**config.mk**
```make
export PLATFORM = sky130hd
export DESIGN_NAME = reg_file_sb
export DESIGN_NICKNAME = d
export VERILOG_FILES = /design/src/rtl/reg_file_sb.sv
export SDC_FILE = /design/constraint.sdc
export NUM_CORES = 1
export LEC_CHECK = 0
export CELL_PAD_IN_SITES_DETAIL_PLACEMENT = 2
export CELL_PAD_IN_SITES_GLOBAL_PLACEMENT = 2
export CORE_MARGIN = 3
export CORE_UTILIZATION = 38
export DETAILED_ROUTE_END_ITERATION = 6
export PLACE_DENSITY = 0.78
export SKIP_CTS_REPAIR_TIMING = 1
export SLEW_MARGIN = 20
export SYNTH_ARGS = -nofsm -noshare
export SYNTH_HDL_FRONTEND = slang
export SYNTH_SLANG_ARGS = --single-unit
```
**constraint.sdc**
```tcl
create_clock -name clk -period 2.4 [get_ports clk]
set_input_delay 0.48 -clock clk [delete_from_list [all_inputs] [get_ports clk]]
set_output_delay 0.48 -clock clk [all_outputs]
set_load 0.02 [all_outputs]
```
**src/rtl/reg_file_sb.sv**
```systemverilog
// Register file with a per-register pending-write scoreboard for the LC-3b pipeline.
// Optional same-cycle writeback-to-read bypass is enabled by defining REG_FILE_BYPASS_EN.
module reg_file_sb #(
  parameter int DATA_W   = 16,
  parameter int NUM_REGS = 8,
  parameter int ADDR_W   = 3,
  parameter int PEND_W   = 2
) (
  input  logic              clk,
  input  logic              reset,
  input  logic [ADDR_W-1:0] rd_addr1,
  input  logic [ADDR_W-1:0] rd_addr2,
  output logic [DATA_W-1:0] rd_data1,
  output logic [DATA_W-1:0] rd_data2,
  output logic              rd_busy1,
  output logic              rd_busy2,
  input  logic              issue_valid,
  input  logic [ADDR_W-1:0] issue_dr,
  output logic              issue_stall,
  input  logic              we,
  input  logic [ADDR_W-1:0] wr_addr,
  input  logic [DATA_W-1:0] wr_data,
  output logic              wr_err
);

  localparam logic [PEND_W-1:0] PEND_MAX = '1;
  localparam logic [PEND_W-1:0] PEND_ONE = PEND_W'(1);

  logic [DATA_W-1:0] mem  [NUM_REGS];
  logic [PEND_W-1:0] pend [NUM_REGS];

  logic [PEND_W-1:0] pend_issue;
  logic [PEND_W-1:0] pend_wr;
  logic [PEND_W-1:0] pend_rd1;
  logic [PEND_W-1:0] pend_rd2;
  logic              issue_wb_same;
  logic              issue_acc;
  logic [NUM_REGS-1:0] pend_inc;
  logic [NUM_REGS-1:0] pend_wb;

  assign pend_issue = pend[issue_dr];
  assign pend_wr    = pend[wr_addr];
  assign pend_rd1   = pend[rd_addr1];
  assign pend_rd2   = pend[rd_addr2];

  // A full counter can still take a reservation if a retiring writeback frees a slot this cycle.
  assign issue_wb_same = we && (wr_addr == issue_dr);
  assign issue_stall   = issue_valid && (pend_issue == PEND_MAX)
                         && !(issue_wb_same && (pend_issue != '0));
  assign issue_acc     = issue_valid && !issue_stall;

  always_comb begin
    pend_inc = '0;
    pend_wb  = '0;
    for (int i = 0; i < NUM_REGS; i++) begin
      pend_inc[i] = issue_acc && (issue_dr == ADDR_W'(i));
      pend_wb[i]  = we && (wr_addr == ADDR_W'(i));
    end
  end

  always_ff @(posedge clk) begin
    if (reset) begin
      for (int i = 0; i < NUM_REGS; i++) begin
        mem[i]  <= '0;
        pend[i] <= '0;
      end
      wr_err <= 1'b0;
    end else begin
      if (we) begin
        mem[wr_addr] <= wr_data;
      end
      wr_err <= we && (pend_wr == '0);
      // Issue and writeback to the same register cancel out and hold the count.
      for (int i = 0; i < NUM_REGS; i++) begin
        if (pend_inc[i] && !pend_wb[i]) begin
          if (pend[i] != PEND_MAX) begin
            pend[i] <= pend[i] + PEND_ONE;
          end
        end else if (pend_wb[i] && !pend_inc[i]) begin
          if (pend[i] != '0) begin
            pend[i] <= pend[i] - PEND_ONE;
          end
        end
      end
    end
  end

`ifdef REG_FILE_BYPASS_EN
  logic byp1;
  logic byp2;

  always_comb begin
    byp1     = we && (wr_addr == rd_addr1);
    byp2     = we && (wr_addr == rd_addr2);
    rd_data1 = byp1 ? wr_data : mem[rd_addr1];
    rd_data2 = byp2 ? wr_data : mem[rd_addr2];
    // The last outstanding write retiring now clears busy, unless a new reservation lands too.
    rd_busy1 = (pend_rd1 != '0)
               && !(byp1 && (pend_rd1 == PEND_ONE) && !(issue_acc && (issue_dr == rd_addr1)));
    rd_busy2 = (pend_rd2 != '0)
               && !(byp2 && (pend_rd2 == PEND_ONE) && !(issue_acc && (issue_dr == rd_addr2)));
  end
`else
  assign rd_data1 = mem[rd_addr1];
  assign rd_data2 = mem[rd_addr2];
  assign rd_busy1 = (pend_rd1 != '0);
  assign rd_busy2 = (pend_rd2 != '0);
`endif

endmodule
```
==> flow_summary.yaml <==
clocking:
  cts_tree: "done"
  clock_sink_count: 145
  clkLatencyLatePin_ps: 430
  cts_inserted_buffers: 17
  cts_buffer_depth: 2
  clk_pin_slew_ps: 70
  cts-htree-levels: 4
  clock-root-buffer: "clkbuf_16"
timing:
  tightestPinTransition_ps: 433
  timing.final.max_slew_violations: 0
  total_neg_setup_slack_ps: -124
  slew_headroom_pct: 71.1
  rsz0062_at_grt: "yes"
  final_skew_ps: 8.16
  fmax_mhz: 405
  final-setup-viol-count: 3
  final.period_utilization_pct: 103
  setup_slack_ps: -70.1
  timing_hold_violations_final: 0
  finalWorstPathRequiredPeriod_ps: 2470
  timing.hold.ws_ps: 599
worst_setup_path:
  rr_startpoint: "pend[6][1]"
  cp-end-kind: "output port"
  critical_path_cell_count: 5
  timing_worst_setup_path_type: "reg2out"
  cp_cell_sequence: "and2_1 > mux4_2 > mux2i_1 > nor2_1 > buf_4"
  required_time_worst_endpoint_ps: 1920
  critPathMaxStageDelay_ps: 490
  r2r-end: "pend[4][1]"
  reg2regPathDepth: 7
  worst-path-buf-inv: 1
  cp_max_delay_cell: "mux4_2"
  critical_path_peak_fanout: 3
  rrSetupSlack_ps: 40
  critPathTopFamily: "multiplexers"
  critical_path_arrival_ps: 1990
  worstSetupStartpointType: "flip-flop"
synth:
  yosys_warnings: 0
  asyncSetResetFlopFracSynth_pct: 0
  syn_area_cell_um2: 14.6
  edff_count_synth: 144
  post_synth_instance_area_mm2: 0.00830
  ys_seq_elements: 145
  netlist_top_cells_area: "edfxtp_1, mux4_2, and2_1"
  synth_area_leader: "edfxtp_1"
  seq_area_frac_synth_pct: 52.4
  synthCells: 570
  synth_fp_nets: 604
  netlist.area_leader.share_pct: 52.1
  synthDistinctLibCells: 53
  dominantRegCellSynth: "edfxtp_1"
global_routing:
  grt_most_used_layer: "met2"
  global_route.usage.total_pct: 25.4
  grt_util_met3_pct: 4.45
  groute.layer.met1.usage_pct: 29.7
  grt_max_degree: 35
  globalRouteMet2Util_pct: 47.0
  first_global_vias: 6695
  antenna_found_initial: 1
  gr-total-overflow: 0
  grt_pass1_wl_um: 44200
die:
  io_pins: 68
  die_x_um: 154
  floorplan.rows: 53
  start_util_pct: 39.1
  floorplan.die.height_um: 154
  core-area_mm2: 0.0212
  fp.dieArea_mm2: 0.0236
drt:
  wire_per_inst_um: 31.2
  wl_um: 31700
  drt_iter0_markers: 410
  number_of_nets_still_failing_antenna_checks_after_routing: 0
  via_per_inst: 5.95
  detail_route.first_pass.iterations: 5
  vias: 6058
  drc: 0
run_status:
  failed_checks: "setup timing"
  result_of_the_run: "complete, but fails checks"
placement:
  routabilityCongestion: 0.772
  placement.cell_area_mm2: 0.00990
  numPortBuffers: 67
  detailed_place_hpwl_um: 18800
cells_and_area:
  final_cell_area_mm2: 0.0109
  multi_input_comb_area_mm2: 0.00377
  layout-drive-gt1-share_pct: 38.3
  layout.nets: 763
  filler_cell_count_in_the_final_layout: 2001
  areaGrowthSynthToFinish_pct: 31.0
  layout.area.seq_mm2: 0.00434
job:
  cap_violations: 0
power_and_ir_drop:
  power_frac_seq_pct: 42.7
  p_sw_share_pct: 28.3
  power_switching_mw: 2.04
  cellPowerDensity_mw_per_mm2: 663
  internal_power_mw: 5.17
  power_frac_comb_pct: 17.8
  p_total_mw: 7.21
  peakVddDrop_mv: 0.472
  p_leak_nw: 4.25
  power.share.clock_pct: 39.5
worst_hold_path:
  worstHoldPathType: "reg2reg"
  timing.hold.worst.start: "pend[6][0]"
  min_path_cells: 1
  timing.hold.worst_endpoint: "pend[6][0]"
power groups by stage:
| stage | clock network, mW | registers [mW] | logic (mW) |
|---|---|---|---|
| after global routing | 2.95 | 3.09 | 1.34 |
| after floorplan | 0 | 3.06 | 0.661 |
| after detailed placement | 0 | 3.11 | 1.21 |
| final | 2.85 | 3.07 | 1.29 |
| after global placement | 0 | 3.08 | 1.17 |
| after CTS | 2.85 | 3.07 | 1.24 |
worst reg2reg max path: cells and delay by family (launching register included):
family | cells | cell delay, ps
AOI/OAI and AO/OA | 2 | 340
buffers and inverters | 2 | 360
DFF | 1 | 430
muxes | 1 | 490
and+or+nand+nor | 2 | 450
layout make-up:
type	instances	area share, %
Multi-Input combinational cell	379	34.7
Timing Repair Buffer	177	16.4
Sequential cell	145	40.0
Clock inverter	15	1.58
Clock buffer	17	3.91
Tap cell	275	3.16
Inverter	9	0.311
Antenna cell	1	0.0230
per-stage QoR:
stage | cells | util (%) | setup slack [ps]
after floorplan | 570 | - | 15.8
after global placement | 958 | 46.7 | -609
after detailed placement | 958 | 46.7 | -616
after CTS | 990 | 49.5 | -632
after global routing | 1017 | 51.2 | -133
final | 1018 | 51.2 | -70.1
sequential cells by signal (all words and copies together) (netlist names):
name	cells
wr_err	1
pend	16
mem	128
routing by layer:
layer | routed length [um] | vias up
li1 | - | 2515
met1 | 11600 | 3208
met2 | 17500 | 284
met3 | 1790 | 51
met4 | 821 | 0
met5 | 0 | -
Yosys cell counts (2+ instances only):
| library cell | count |
|---|---|
| edfxtp_1 | 144 |
| and2_1 | 136 |
| mux4_2 | 72 |
| mux2_2 | 32 |
| clkbuf_1 | 24 |
| nor2_1 | 19 |
| nand2_1 | 17 |
| a21oi_1 | 12 |
| buf_2 | 10 |
| inv_1 | 9 |
| nand2b_1 | 9 |
| a21o_1 | 6 |
| a31o_2 | 6 |
| nor2b_1 | 6 |
| mux2i_1 | 5 |
| o21ai_0 | 5 |
| or3b_1 | 5 |
| a31oi_1 | 4 |
| nand3_1 | 3 |
| nor3_1 | 3 |
| o21ai_1 | 3 |
| xnor2_1 | 3 |
| and2_4 | 2 |
| buf_6 | 2 |
| ha_1 | 2 |
| nand3b_1 | 2 |
| nand4_1 | 2 |
| nor2_2 | 2 |
cells in the final DEF (no fill, tap or decap), types with 6 or more instances in the layout:
| cell | n |
|---|---|
| edfxtp_1 | 144 |
| and2_1 | 135 |
| buf_4 | 91 |
| mux4_2 | 72 |
| mux2_2 | 31 |
| dlymetal6s2s_1 | 28 |
| clkdlybuf4s50_1 | 24 |
| clkbuf_16 | 22 |
| nor2_1 | 19 |
| nand2_1 | 17 |
| a21oi_1 | 12 |
| buf_12 | 12 |
| inv_1 | 9 |
| nand2b_1 | 9 |
| clkbuf_2 | 8 |
| nor2b_1 | 6 |
| a21o_1 | 6 |
| a31o_2 | 6 |
worst max-delay path by stage:
stage / startpoint / end / slack, ps
global route: pend[6][1] / issue_stall / -130
global placement: rd_addr1[1] / rd_busy1 / -610
CTS: rd_addr1[1] / rd_busy1 / -630
finish: pend[6][1] / issue_stall / -70
detailed placement: rd_addr1[1] / rd_busy1 / -620
floorplan: rd_addr1[0] / rd_data1[15] / 20
cells by family (layout without fill, tap and decap cells):
logic type      Yosys count  in the layout  synth area share [%]
compound gates           46             46                  3.91
fa+ha+maj                 2              2                 0.302
flops                   145            145                  52.4
simple gates            218            218                  16.0
xor+xnor                  3              3                 0.317
other cells               0              1                     0
buf+inv                  46            218                  2.53
mux                     110            110                  24.6
(Power assumes the default switching activity.)
